==> config.mk <==
export PLATFORM = sky130hd
export DESIGN_NAME = div_ctrl_flat
export DESIGN_NICKNAME = d
export VERILOG_FILES = /design/src/rtl/div_ctrl_pkg.sv /design/src/rtl/div_ctrl_if.sv /design/src/rtl/div_ctrl.sv /design/src/flat_wrapper.sv
export SDC_FILE = /design/constraint.sdc
export NUM_CORES = 1
export LEC_CHECK = 0
export BUFFER_PORTS_ARGS = -buffer_cell sky130_fd_sc_hd__buf_2
export CAP_MARGIN = 0
export CORE_AREA = 4 4 98 136
export DETAILED_ROUTE_END_ITERATION = 8
export DIE_AREA = 0 0 102 140
export GPL_TIMING_DRIVEN = 1
export PLACE_DENSITY = 0.76
export SYNTH_ARGS = -nofsm -noshare
export SYNTH_HDL_FRONTEND = slang
export SYNTH_SLANG_ARGS = --single-unit
==> constraint.sdc <==
create_clock -name clk -period 1.38 [get_ports clk]
set_input_delay 0.138 -clock clk [delete_from_list [all_inputs] [get_ports clk]]
set_output_delay 0.138 -clock clk [all_outputs]
set_load 0.05 [all_outputs]
==> src/rtl/div_ctrl_pkg.sv <==
// div_ctrl_pkg: shared constants and types for the divide controller.
//   - RV32M divide funct3 codes
//   - register bus / address widths
//   - one-hot FSM state constants
//   - latched divide request record
package div_ctrl_pkg;

  localparam int REG_W      = 32;
  localparam int REG_ADDR_W = 5;

  localparam logic [2:0] INST_DIV  = 3'b100;
  localparam logic [2:0] INST_DIVU = 3'b101;
  localparam logic [2:0] INST_REM  = 3'b110;
  localparam logic [2:0] INST_REMU = 3'b111;

  localparam logic [REG_W-1:0] ZERO_WORD = '0;

  localparam logic [3:0] S_IDLE = 4'b0001;
  localparam logic [3:0] S_WAIT = 4'b0010;
  localparam logic [3:0] S_CALC = 4'b0100;
  localparam logic [3:0] S_WB   = 4'b1000;

  typedef struct packed {
    logic [2:0]            op;
    logic [REG_W-1:0]      dividend;
    logic [REG_W-1:0]      divisor;
    logic [REG_ADDR_W-1:0] rd;
  } div_req_t;

endpackage

==> src/rtl/div_ctrl_if.sv <==
// div_ctrl_if: request/response channel between div_ctrl and the divider.
//   master (div_ctrl): drives start/op/operands/waddr, receives result/ready/busy/waddr
//   slave  (divider) : the reverse
interface div_ctrl_if;
  import div_ctrl_pkg::*;

  logic                  div_start_o;
  logic [2:0]            div_op_o;
  logic [REG_W-1:0]      div_dividend_o;
  logic [REG_W-1:0]      div_divisor_o;
  logic [REG_ADDR_W-1:0] div_reg_waddr_o;
  logic [REG_W-1:0]      div_result_i;
  logic                  div_ready_i;
  logic                  div_busy_i;
  logic [REG_ADDR_W-1:0] div_reg_waddr_i;

  modport master (
    output div_start_o, div_op_o, div_dividend_o, div_divisor_o, div_reg_waddr_o,
    input  div_result_i, div_ready_i, div_busy_i, div_reg_waddr_i
  );

  modport slave (
    input  div_start_o, div_op_o, div_dividend_o, div_divisor_o, div_reg_waddr_o,
    output div_result_i, div_ready_i, div_busy_i, div_reg_waddr_i
  );

endinterface

==> src/rtl/div_ctrl.sv <==
// div_ctrl: EX-stage sequencer for DIV/DIVU/REM/REMU on an external divider.
// Ports:
//   clk, rst            clock, synchronous active-high reset
//   req_i, op_i         divide instruction present in EX, funct3
//   rs1/rs2_data_i      dividend / divisor, rd_addr_i destination
//   flush_i             kill any divide in progress (except in WB)
//   div_bus (master)    request to / response from the divider
//   hold_flag_o         stall stages in front of EX
//   reg_we/waddr/wdata  register-file write port
//   timeout_o           watchdog abort pulse
//   waddr_err_o         divider returned a different rd than latched
//
// state | meaning
// IDLE  | no divide outstanding, accepts a new request
// WAIT  | request latched, divider still busy with previous work
// CALC  | divider running, start held, watchdog counting
// WB    | one-cycle register-file write of the captured result
module div_ctrl
  import div_ctrl_pkg::*;
#(
  parameter int WDT_LIMIT = 64
) (
  input  logic                  clk,
  input  logic                  rst,
  input  logic                  req_i,
  input  logic [2:0]            op_i,
  input  logic [REG_W-1:0]      rs1_data_i,
  input  logic [REG_W-1:0]      rs2_data_i,
  input  logic [REG_ADDR_W-1:0] rd_addr_i,
  input  logic                  flush_i,
  div_ctrl_if.master            div_bus,
  output logic                  hold_flag_o,
  output logic                  reg_we_o,
  output logic [REG_ADDR_W-1:0] reg_waddr_o,
  output logic [REG_W-1:0]      reg_wdata_o,
  output logic                  timeout_o,
  output logic                  waddr_err_o
);

  localparam int WDT_W = $clog2(WDT_LIMIT + 1);

  logic [3:0]       state, state_nxt;
  div_req_t         req_q;
  logic [REG_W-1:0] result_q;
  logic [WDT_W-1:0] wdt_cnt;
  logic             timeout_q;
  logic             waddr_err_q;

  logic in_idle, in_wait, in_calc, in_wb;
  logic wdt_expire;

  assign in_idle = (state == S_IDLE);
  assign in_wait = (state == S_WAIT);
  assign in_calc = (state == S_CALC);
  assign in_wb   = (state == S_WB);

  // wdt_cnt is 0 in the first CALC cycle, so the last allowed cycle sees LIMIT-1
  assign wdt_expire = (wdt_cnt == WDT_W'(WDT_LIMIT - 1));

  always_comb begin
    state_nxt = state;
    case (state)
      S_IDLE: if (req_i && !flush_i) state_nxt = div_bus.div_busy_i ? S_WAIT : S_CALC;
      S_WAIT: begin
        if (flush_i)                  state_nxt = S_IDLE;
        else if (!div_bus.div_busy_i) state_nxt = S_CALC;
      end
      S_CALC: begin
        if (flush_i)                  state_nxt = S_IDLE;
        else if (div_bus.div_ready_i) state_nxt = S_WB;
        else if (wdt_expire)          state_nxt = S_IDLE;
      end
      S_WB:    state_nxt = S_IDLE;  // flush ignored: instruction already retired
      default: state_nxt = S_IDLE;
    endcase
  end

  always_ff @(posedge clk) begin
    if (rst) begin
      state       <= S_IDLE;
      req_q       <= '0;
      result_q    <= ZERO_WORD;
      wdt_cnt     <= '0;
      timeout_q   <= 1'b0;
      waddr_err_q <= 1'b0;
    end else begin
      state       <= state_nxt;
      timeout_q   <= 1'b0;
      waddr_err_q <= 1'b0;

      if (in_idle && req_i && !flush_i)
        req_q <= '{op: op_i, dividend: rs1_data_i, divisor: rs2_data_i, rd: rd_addr_i};

      if (state_nxt == S_CALC && !in_calc) wdt_cnt <= '0;
      else if (in_calc)                    wdt_cnt <= wdt_cnt + 1'b1;

      // a ready seen in a flush cycle is discarded
      if (in_calc && !flush_i) begin
        if (div_bus.div_ready_i) begin
          result_q    <= div_bus.div_result_i;
          waddr_err_q <= (div_bus.div_reg_waddr_i != req_q.rd);
        end else if (wdt_expire) begin
          timeout_q <= 1'b1;
        end
      end
    end
  end

  // start is never high alongside ready, so the divider cannot restart on completion
  assign div_bus.div_start_o     = ~rst & in_calc & ~div_bus.div_ready_i & ~flush_i;
  assign div_bus.div_op_o        = rst ? 3'b000    : req_q.op;
  assign div_bus.div_dividend_o  = rst ? ZERO_WORD : req_q.dividend;
  assign div_bus.div_divisor_o   = rst ? ZERO_WORD : req_q.divisor;
  assign div_bus.div_reg_waddr_o = rst ? '0        : req_q.rd;

  assign hold_flag_o = ~rst & ((req_i & ~flush_i & in_idle) | in_wait | in_calc);

  // x0 is hardwired: suppress the strobe but keep the WB cycle
  assign reg_we_o    = ~rst & in_wb & (req_q.rd != '0);
  assign reg_waddr_o = (~rst & in_wb) ? req_q.rd : '0;
  assign reg_wdata_o = (~rst & in_wb) ? result_q : ZERO_WORD;
  assign timeout_o   = ~rst & timeout_q;
  assign waddr_err_o = ~rst & waddr_err_q;

endmodule

==> src/flat_wrapper.sv <==
// flat-port wrapper written by rule: the top's interface ports become plain ports
module div_ctrl_flat import div_ctrl_pkg::*;
#(
  parameter int WDT_LIMIT = 64
)
  (clk, rst, req_i, op_i, rs1_data_i, rs2_data_i, rd_addr_i, flush_i, hold_flag_o, reg_we_o, reg_waddr_o, reg_wdata_o, timeout_o, waddr_err_o, div_bus_div_start_o, div_bus_div_op_o, div_bus_div_dividend_o, div_bus_div_divisor_o, div_bus_div_reg_waddr_o, div_bus_div_result_i, div_bus_div_ready_i, div_bus_div_busy_i, div_bus_div_reg_waddr_i);
  div_ctrl_if div_bus_i ();
  input  logic clk;
  input  logic rst;
  input  logic req_i;
  input  logic [2:0] op_i;
  input  logic [REG_W-1:0] rs1_data_i;
  input  logic [REG_W-1:0] rs2_data_i;
  input  logic [REG_ADDR_W-1:0] rd_addr_i;
  input  logic flush_i;
  output logic hold_flag_o;
  output logic reg_we_o;
  output logic [REG_ADDR_W-1:0] reg_waddr_o;
  output logic [REG_W-1:0] reg_wdata_o;
  output logic timeout_o;
  output logic waddr_err_o;
  output wire logic [$bits(div_bus_i.div_start_o)-1:0] div_bus_div_start_o;
  output wire logic [$bits(div_bus_i.div_op_o)-1:0] div_bus_div_op_o;
  output wire logic [$bits(div_bus_i.div_dividend_o)-1:0] div_bus_div_dividend_o;
  output wire logic [$bits(div_bus_i.div_divisor_o)-1:0] div_bus_div_divisor_o;
  output wire logic [$bits(div_bus_i.div_reg_waddr_o)-1:0] div_bus_div_reg_waddr_o;
  input wire logic [$bits(div_bus_i.div_result_i)-1:0] div_bus_div_result_i;
  input wire logic [$bits(div_bus_i.div_ready_i)-1:0] div_bus_div_ready_i;
  input wire logic [$bits(div_bus_i.div_busy_i)-1:0] div_bus_div_busy_i;
  input wire logic [$bits(div_bus_i.div_reg_waddr_i)-1:0] div_bus_div_reg_waddr_i;
  assign div_bus_div_start_o = div_bus_i.div_start_o;
  assign div_bus_div_op_o = div_bus_i.div_op_o;
  assign div_bus_div_dividend_o = div_bus_i.div_dividend_o;
  assign div_bus_div_divisor_o = div_bus_i.div_divisor_o;
  assign div_bus_div_reg_waddr_o = div_bus_i.div_reg_waddr_o;
  assign div_bus_i.div_result_i = div_bus_div_result_i;
  assign div_bus_i.div_ready_i = div_bus_div_ready_i;
  assign div_bus_i.div_busy_i = div_bus_div_busy_i;
  assign div_bus_i.div_reg_waddr_i = div_bus_div_reg_waddr_i;
  div_ctrl #(.WDT_LIMIT(WDT_LIMIT)) u_core (.clk(clk), .rst(rst), .req_i(req_i), .op_i(op_i), .rs1_data_i(rs1_data_i), .rs2_data_i(rs2_data_i), .rd_addr_i(rd_addr_i), .flush_i(flush_i), .div_bus(div_bus_i), .hold_flag_o(hold_flag_o), .reg_we_o(reg_we_o), .reg_waddr_o(reg_waddr_o), .reg_wdata_o(reg_wdata_o), .timeout_o(timeout_o), .waddr_err_o(waddr_err_o));
endmodule
Yosys cells after proc, flatten, opt, wreduce, memory -nomap -nowiden --
Index checks and enable logic that the tools add are counted.
Word-level totals: register bits after elaboration 117, output and inout bits 114
Operators by class: add/sub/neg operators 1, equality and inequality tests 7, multiplexer cells 15, bitwise operators 16, reductions and logical operators 12
Operators by type and width (count):
- 32-bit two-way mux | 3
- 4-bit two-way mux | 6
- 4-bit one-hot mux with 3 select lines | 1
- 1-bit AND | 10
- 5-bit two-way mux | 2
- 4-bit by 3-bit equality test with 1-bit output, second input constant | 2
- 7-bit by 1-bit adder with 7-bit output, second input constant | 1
- 7-bit by 6-bit equality test with 1-bit output, second input constant | 1
- 3-bit two-way mux | 2
- 3-bit OR reduction | 2
- 1-bit logical AND | 5
- 5-bit != test | 1
- 5-bit nonzero test | 1
- 4-bit by 1-bit equality test with 1-bit output, second input constant | 1
- 4-bit by 2-bit equality test with 1-bit output, second input constant | 1
- 4-bit equality test, second input constant | 1
- 1-bit inverter | 4
- 1-bit logical NOT | 2
- 1-bit bitwise OR | 2
- 2-bit AND reduction | 1
- 2-bit OR reduction | 1
- 1-bit two-way mux | 1

Longest topological paths before layout --
Gate-level depths: netlist (run 1).
word-level depth 8, depth in mapped cells 7, mapped depth without buffers 5

Least setup slack after synthesis (run 1) --
No wires, ideal clock.
path type flip-flop to output port, start point register u_core.state[1], end point output div_bus_div_start_o, arrival 2.431 ns, required time 1.242 ns, path slack -1.189 ns, cell stages (with the launch flop) 4, path buffers 1, cell sequence dfxtp_1 -> buf_6 -> or4b_4 -> nor4_1
Between the ends: word-level cells in the longest chain between the ends 4
Ends and longest elaborated chain:
- start: declaration | line div_ctrl.sv:42 | logic [3:0] state, state_nxt;
- start signal: assignment | line div_ctrl.sv:87 | state <= state_nxt;
- 4-bit by 3-bit equality test with 1-bit output | line div_ctrl.sv:54 | assign in_calc = (state == S_CALC);
- 1-bit AND (3 in a row) | line div_ctrl.sv:110 | assign div_bus.div_start_o = ~rst & in_calc & ~div_bus.div_ready_i & ~flush_i;
- end: declaration | line flat_wrapper.sv:22 | output wire logic [$bits(div_bus_i.div_start_o)-1:0] div_bus_div_start_o;
Every way passes these cells.

Worst setup path after layout (run 1) --
start point register u_core.state[2], end point output hold_flag_o
Between the ends: word-level cells in the longest chain between the ends 5
Ends and longest elaborated chain:
- 4-bit by 1-bit equality test with 1-bit output | line div_ctrl.sv:52 | assign in_idle = (state == S_IDLE);
- 1-bit AND | line div_ctrl.sv:116 | assign hold_flag_o = ~rst & ((req_i & ~flush_i & in_idle) | in_wait | in_calc);
- 1-bit bitwise OR | line div_ctrl.sv:116
- 1-bit bitwise OR (*) | line div_ctrl.sv:116
- 1-bit AND (*) | line div_ctrl.sv:116
- end: declaration | line flat_wrapper.sv:16 | output logic hold_flag_o;
Mark *: on every way between the ends. The rest lies on a longest branch, timed or not.

==> out/qor_table.md, run 1 <==
| Stage | Quantity | Value |
| --- | --- | --- |
| logic synthesis | Share of synthesized registers carrying an async set or reset | 0% |
| critical path | Cell at the slowest stage of the critical path | sky130_fd_sc_hd__or3_1 |
| clock network | Worst-path clk slew | 60 ps |
| logic synthesis | Top post-synthesis cells by area | sky130_fd_sc_hd__dfxtp_1, sky130_fd_sc_hd__nand2_1, sky130_fd_sc_hd__a21oi_1 |
| critical path | Largest fanout of any net on the critical path | 5 |
| floorplanning | Placeable Area | 12,250 µm² |
| power | Post-layout power | 9.580 mW |
| floorplanning | Initial core utilization | 41.61% |
| logic synthesis | Share of the synthesized area in the top cell type | 45.95% |
| logic synthesis | Most area-hungry cell type in the Yosys netlist | sky130_fd_sc_hd__dfxtp_1 |
| critical path | Delay contributed by the slowest stage of the critical path | 370 ps |
| timing | Period utilisation layout | 135.2% |
| route | Detail-routed net length per standard cell | 17.53 µm |
| global route | All-Layer GR Usage | 25.56% |
| critical path | Critical path class | flop to primary output |
| global route | Total global routing overflow | 0 |
| timing | RSZ-0062 raised after global routing | yes |
| critical path | Capturing element type of the critical path | primary output |
| place | Number of cells after detailed placement | 1,009 |
| timing | Pin slew with the least headroom to its limit | 436.5 ps |
| critical path | Setup crit start kind | flop |
| timing | # setup viols final | 155 |
| floorplanning | Cell row count | 48 |
| place | Number of buffer cells added on primary ports | 228 |
| global route | Vias in the first global route | 6,035 |
| route | DRC violation total after the first TritonRoute iteration | 213 |
| floorplanning | Area of the die | 14,280 µm² |
| clock network | CTS Buffer Depth | 2 |
| route | Routed wire length | 20.53 mm |
| route | DRC | 0 |
| place | Detailed-placement wirelength estimate | 9.857 mm |
| layout | Sequential cell area | 2359 µm² |
| timing | Hold slack final | 7.180 ps |
| logic synthesis | Yosys reg bits | 117 |
| timing | Relative slew slack | 70.70% |
| place | RD Place Congestion | 0.8178 |
| clock network | TritonCTS clock tree | done |
| timing | Worst-case clock skew | 15.13 ps |
| layout | Post-layout instance area | 9509 µm² |
| clock network | Clock latency of the later-clocked register in the worst-skew pair | 410 ps |
| global route | Initial antenna violation count | 0 |
| layout | Synth-to-Final Area Change | 86.55% |
| min path | Worst min-delay path category | input pin to flop |
| route | Iteration count of the initial detailed-routing pass | 5 |
| layout | Total area of multi-input combinational cells | 2913 µm² |
| critical path | Critical path, cell by cell | buf_4 > xnor2_1 > or3_1 > a21oi_4 > buf_8 |
| logic synthesis | Leading register cell type out of synthesis | sky130_fd_sc_hd__dfxtp_1 |
| clock network | CTS root buffer | sky130_fd_sc_hd__clkbuf_16 |
| logic synthesis | Post-synthesis sequential area ratio | 45.95% |
| run status | Status | finished, violations left |
| clock network | Total number of clock tree sinks | 117 |
| route | DRT antenna net count | 0 |
| logic synthesis | YS warnings | 0 |
| logic synthesis | Synthesized area | 5097 µm² |
| route | Routed vias | 5,969 |
| floorplanning | Y dimension of the die | 140 µm |
| layout | Nets@finish | 1,126 |
| logic synthesis | Mean instance size in the synthesized netlist | 7.782 µm² |
| critical path | Required time of the critical path | 1240 ps |
| power | VDD IR max | 0.7582 mV |
| timing | Number of max-slew violations in the final report | 0 |
| run status | Failing checks | negative setup slack |
| logic synthesis | Count of flip-flops with a built-in enable after synthesis | 0 |
| logic synthesis | Cell count after synthesis | 655 |
| power | Total power per unit cell area | 1007 nW/µm² |
| power | Leakage Power | 4.096 nW |
| clock network | Cts bufs inserted | 17 |
| place | Post-place instance area | 6591 µm² |
| global route | First-pass GRT wire length | 29.10 mm |
| logic synthesis | Unique cell type count in the Yosys netlist | 39 |
| route | Per-cell via count in the routed design | 5.097 |
| layout | Fin cells | 1,171 |
| floorplanning | Die W | 102 µm |
| timing | Final hold vios | 0 |
| critical path | Critical path data arrival time | 1730 ps |
| timing | Peak clock frequency supported by timing | 536.1 MHz |
| layout | Number of filler instances in the final layout | 751 |
| layout | Fraction of layout cells with a size suffix above 1 | 44.61% |
| clock network | CTS HTree Levels | 4 |
| floorplanning | Number of I/O pins | 229 |
| logic synthesis | Synth Net Count | 771 |
| place | Worst-case setup slack after placement | -115.9 ps |
| timing | Minimum setup slack in the final design | -485.3 ps |
| global route | Maximum number of pins on one net before global-route repair | 82 |
| timing | Min Clock Period, post-route | 1865 ps |
| job | Max-capacitance violation count | 0 |
-- flip-flops by register name (all words and copies together), names as in the netlist --
register and count:
u_core.wdt_cnt 7, u_core.req_q 72, u_core.waddr_err_q 1, u_core.result_q 32, u_core.state 4, u_core.timeout_q 1
-- synthesized netlist by cell type, drive strengths merged (2+ instances only) --
library cell and n:
a21oi 106, and2 38, and3 3, buf 27, clkbuf 23, dfxtp 117, nand2 214, nand4 3
nor2 12, nor2b 75, nor3 4, o21ai 2, xnor2 4, xor2 9
-- per-layer routing --
| layer | GRT usage (%) | vias to the layer above | wire length [µm] | share of wire (%) |
|---|---|---|---|---|
| li1 | - | 2803 | - | - |
| met1 | 26.94 | 2768 | 7200 | 35 |
| met2 | 45.60 | 305 | 10770 | 52 |
| met3 | 6.677 | 93 | 1449 | 7.1 |
| met4 | 13.13 | 0 | 1106 | 5.4 |
| met5 | 0 | - | 0 | 0 |
-- cell usage in the layout, fill, tap and decap left out, types with 4 or more instances in the layout --
cell,count
sky130_fd_sc_hd__bufinv_16,4
sky130_fd_sc_hd__a21oi_2,37
sky130_fd_sc_hd__clkbuf_16,20
sky130_fd_sc_hd__buf_6,17
sky130_fd_sc_hd__a21oi_1,68
sky130_fd_sc_hd__xor2_1,9
sky130_fd_sc_hd__buf_2,178
sky130_fd_sc_hd__buf_16,8
sky130_fd_sc_hd__nor2_1,9
sky130_fd_sc_hd__nand2_1,198
sky130_fd_sc_hd__dfxtp_2,4
sky130_fd_sc_hd__and2_4,38
sky130_fd_sc_hd__buf_4,23
sky130_fd_sc_hd__clkbuf_4,4
sky130_fd_sc_hd__nor2b_2,24
sky130_fd_sc_hd__dfxtp_1,110
sky130_fd_sc_hd__nor2b_1,51
sky130_fd_sc_hd__buf_12,11
sky130_fd_sc_hd__xnor2_1,4
sky130_fd_sc_hd__buf_8,45
sky130_fd_sc_hd__dlygate4sd3_1,97
sky130_fd_sc_hd__nand2_4,9
sky130_fd_sc_hd__nand2_2,7
-- metrics by stage --
step / setup TNS (ps) / utilization [%]
global placement: -3605 / 53.80
floorplan: -1401 / -
CTS: -41390 / 74.59
detailed placement: -7374 / 53.80
finish: -50260 / 77.61
global route: -59650 / 77.59
-- cell families (layout without fill, tap and decap cells) --
logic type                 Yosys count  count (layout)  synth area share (%)
and+or+nand+nor                    360             360                 34.29
DFF                                117             117                 45.95
AOI/OAI and AO/OA                  114             114                 11.59
buffers and inverters               50             415                 5.695
xor gates and xnor gates            13              13                 2.234
adders and majority gates            1               1                0.2454
other                                0               1                     0
-- power by group --
part	switching, mW	internal, mW
sequential	0.0559	3.48
combinational	0.767	0.712
clock	1.54	3.03
total	2.36	7.22
-- path summary, 6_finish.rpt --
path / startpoint / to / slack, ps / cells after the start
min reg2reg: u_core.req_q[70] / u_core.req_q[70] / 450 / 2
min: rs1_data_i[2] / u_core.req_q[39] / 7 / 3
max: u_core.state[2] / hold_flag_o / -490 / 5
max reg2reg: u_core.state[0] / u_core.result_q[1] / -440 / 10
-- cell type report --
class | count | area share (%)
timing repair buffer | 386 | 36.25
tap | 150 | 1.974
clock buffer | 19 | 4.658
clock inverter | 10 | 1.658
sequential | 117 | 24.80
antenna | 1 | 0.02632
multi-input combinational | 488 | 30.63
-- worst max-delay path, delay by kind of cell (launching register included) --
| kind | cells | cell delay (ps) |
|---|---|---|
| compound gates | 1 | 170 |
| xor+xnor | 1 | 130 |
| buf+inv | 2 | 300 |
| flops | 1 | 350 |
| simple gates | 1 | 370 |
-- what timing repair did --
item,in CTS,in global routing
resized for setup,173,96
pin swaps,28,22
cloned,8,4
endpoints found under the hold margin,97,0
hold buffers,97,0
setup endpoints to repair,127,165
buffers inserted,22,2
Note: power is estimated with default switching activity, not from simulation.
==> run 2: changes to the inputs <==
CORE_AREA = 4 4 94 131   (was 4 4 98 136)
DIE_AREA = 0 0 98 135   (was 0 0 102 140)
PLACE_DENSITY = 0.78   (was 0.76)
clock period = 1.9 ns   (was 1.38 ns; I/O delays follow)
==> run 2 against run 1 <==
Against the previous run:
- the flow now finishes without violations
- core utilization shrank 14 points
- critical path depth shrank 2
- flip-flop and latch count is the same
- sequential power shrank 27%
- clock power shrank 26%
- critical path type unchanged
- largest power group unchanged
- highest routed layer unchanged
==> out/qor_table.md, run 2 (synthesis results as in run 1) <==
| Stage | Quantity | Value |
| --- | --- | --- |
| clock network | CTS Buffer Depth | 2 |
| clock network | CTS HTree Levels | 4 |
| critical path | Worst path bufs/invs | 1 |
| timing | Hold slack final | 17.96 ps |
| layout | Max reg flops | 72 |
| timing | Number of max-slew violations in the final report | 0 |
| critical path | Cell at the slowest stage of the critical path | sky130_fd_sc_hd__or4b_4 |
| timing | Relative slew slack | 70.91% |
| layout | Total area of multi-input combinational cells | 2492 µm² |
| route | DRC violation total after the first TritonRoute iteration | 146 |
| timing | Pin slew with the least headroom to its limit | 434.5 ps |
| critical path | Worst reg2reg path depth | 6 |
| critical path | Critical register-to-register path startpoint | u_core.state[3] |
| global route | Maximum number of pins on one net before global-route repair | 90 |
| place | Detailed-placement wirelength estimate | 9.363 mm |
| floorplanning | Initial core utilization | 45.42% |
| timing | Min Clock Period, post-route | 1873 ps |
| critical path | Critical path, cell by cell | or4b_4 > nor4_4 > buf_6 |
| power | Total power per unit cell area | 917.6 nW/µm² |
| floorplanning | Die W | 98 µm |
| route | DRT antenna net count | 0 |
| layout | Register bank with the most flops | u_core.req_q |
| timing | RSZ-0062 raised after global routing | yes |
| route | Routed wire length | 13.57 mm |
| critical path | Critical path startpoint | u_core.state[3] |
| route | Detail-routed net length per standard cell | 13.27 µm |
| min path | Worst min-delay path category | input pin to flop |
| power | VDD IR max | 0.6836 mV |
| route | Uppermost layer routed | met4 |
| clock network | Total number of clock tree sinks | 117 |
| timing | Final hold vios | 0 |
| critical path | Setup slack on the worst flop-to-flop path | 360 ps |
| critical path | Dominant delay contributor by cell family on the critical path | simple AND/OR/NAND/NOR gates |
| global route | All-Layer GR Usage | 19.84% |
| timing | Minimum setup slack in the final design | 27.03 ps |
| critical path | Largest fanout of any net on the critical path | 6 |
| clock network | CTS root buffer | sky130_fd_sc_hd__clkbuf_16 |
| place | Number of buffer cells added on primary ports | 228 |
| power | Leakage Power | 3.161 nW |
| route | Metal-1 WL | 5.468 mm |
| layout | Registers with the most flip-flops | u_core.req_q x72, u_core.result_q x32, u_core.wdt_cnt x7 |
| route | Routed vias | 4,863 |
| layout | Final core area utilization | 63.95% |
| layout | Most common cell after layout, fill and taps aside | sky130_fd_sc_hd__nand2_1 |
| timing | Peak clock frequency supported by timing | 533.9 MHz |
| critical path | Capturing element type of the critical path | primary output |
| route | Per-cell via count in the routed design | 4.758 |
| clock network | Worst-path clk slew | 60 ps |
| place | RD Place Congestion | 0.8308 |
| clock network | Clock latency of the later-clocked register in the worst-skew pair | 400 ps |
| timing | Period utilisation layout | 98.58% |
| route | Sum of met2 wire segment lengths after detailed routing | 6.625 mm |
| layout | Top library cells by usage in the layout, fill and taps aside | sky130_fd_sc_hd__nand2_1, sky130_fd_sc_hd__buf_2, sky130_fd_sc_hd__dfxtp_1, sky130_fd_sc_hd__a21oi_1, sky130_fd_sc_hd__nor2b_1 |
| global route | Total global routing overflow | 0 |
| layout | Fin cells | 1,022 |
| floorplanning | Number of I/O pins | 229 |
| critical path | Critical path class | flop to primary output |
| job | Max-capacitance violation count | 0 |
| layout | Number of filler instances in the final layout | 973 |
| layout | Synth-to-Final Area Change | 40.80% |
| critical path | Destination of the worst register-to-register timing path | u_core.result_q[13] |
| route | DRC | 0 |
| global route | Initial antenna violation count | 0 |
| place | Number of cells after detailed placement | 988 |
| critical path | Count of cell instances traversed by the critical path | 3 |
| global route | First-pass GRT wire length | 21.18 mm |
| critical path | Critical path data arrival time | 1680 ps |
| global route | Vias in the first global route | 4,497 |
| clock network | Cts bufs inserted | 17 |
| timing | Worst-case clock skew | 9.942 ps |
| clock network | TritonCTS clock tree | done |
| floorplanning | Cell row count | 46 |
| layout | Fraction of layout cells with a size suffix above 1 | 32.80% |
| floorplanning | Placeable Area | 11,220 µm² |
| floorplanning | Y dimension of the die | 135 µm |
| critical path | CP endpoint | div_bus_div_start_o |
| critical path | Setup crit start kind | flop |
| critical path | Delay contributed by the slowest stage of the critical path | 570 ps |
| layout | Sequential cell area | 2354 µm² |
| critical path | Required time of the critical path | 1710 ps |
| floorplanning | Area of the die | 13,230 µm² |
| run status | Status | complete, no violations |
| route | Iteration count of the initial detailed-routing pass | 4 |
| layout | Antenna fix cells | 0 |
| route | Sum of met3 wire segment lengths after detailed routing | 1.284 mm |
| layout | Nets@finish | 981 |
| timing | # setup viols final | 0 |
| place | Worst-case setup slack after placement | 201.4 ps |
run 2: cell count changes in the layout (fill, tap and decap cells not counted), moves of 36 or more:
cell / previous run / this run
sky130_fd_sc_hd__a21oi_1: 68 / 105
sky130_fd_sc_hd__a21oi_2: 37 / 1
sky130_fd_sc_hd__and2_4: 38 / 0
sky130_fd_sc_hd__dlygate4sd3_1: 97 / 0
sky130_fd_sc_hd__and2_1: 0 / 37
sky130_fd_sc_hd__buf_8: 45 / 0
run 2: what timing repair did:
action                     CTS  global route
buffers inserted             0             2
pin swaps                    0             1
setup endpoints to repair   40            40
gates resized for setup     45            39
hold buffers                 0             0
run 2: report_power, final:
group / internal (mW) / leakage (nW) / switching (mW)
Clock: 2.26 / 0.298 / 1.11
Sequential: 2.53 / 0.952 / 0.0415
Combinational: 0.230 / 1.91 / 0.409
run 2: metal layers:
| metal | GRT usage, % | vias up |
|---|---|---|
| met4 | 7.313 | 0 |
| met5 | 0 | - |
| met3 | 7.804 | 13 |
| met1 | 22.15 | 2147 |
| met2 | 34.09 | 189 |
| li1 | - | 2514 |
run 2: worst min-delay path by stage:
stage,startpoint,end,slack (ps),cells after the start
2_1_floorplan,rs2_data_i[5],u_core.req_q[10],330,2
3_3_place_gp,div_bus_div_result_i[22],u_core.result_q[22],430,3
3_5_place_dp,rs1_data_i[25],u_core.req_q[62],430,3
4_1_cts,rd_addr_i[4],u_core.req_q[4],2,3
5_1_grt,rs2_data_i[12],u_core.req_q[17],8,3
6_report,rs2_data_i[1],u_core.req_q[6],20,3
run 2: area by class of cell:
type,instances,share of cell area (%)
flip-flops and latches,117,32.79
clock buffers,20,6.363
multi-input cells,488,34.73
repair buffers,241,21.13
clock inverters,12,2.476
well taps,144,2.510
run 2: worst register-to-register path, stage by stage, from the launching register on:
cell and delay (ps):
sky130_fd_sc_hd__dfxtp_4 360, sky130_fd_sc_hd__buf_4 150, sky130_fd_sc_hd__nor2_1 160, sky130_fd_sc_hd__and4_1 210
sky130_fd_sc_hd__buf_4 300, sky130_fd_sc_hd__nand2_1 170, sky130_fd_sc_hd__a21oi_1 130
run 2: metrics by stage:
stage / total power [mW] / instance area (µm²) / TNS [ps]
after floorplan: 3.045 / 5116 / 0
after global placement: 3.257 / 6287 / 0
after detailed placement: 3.265 / 6287 / 0
after CTS: 6.672 / 7036 / -78.49
after global routing: 6.831 / 7177 / -510.7
final: 6.586 / 7177 / 0
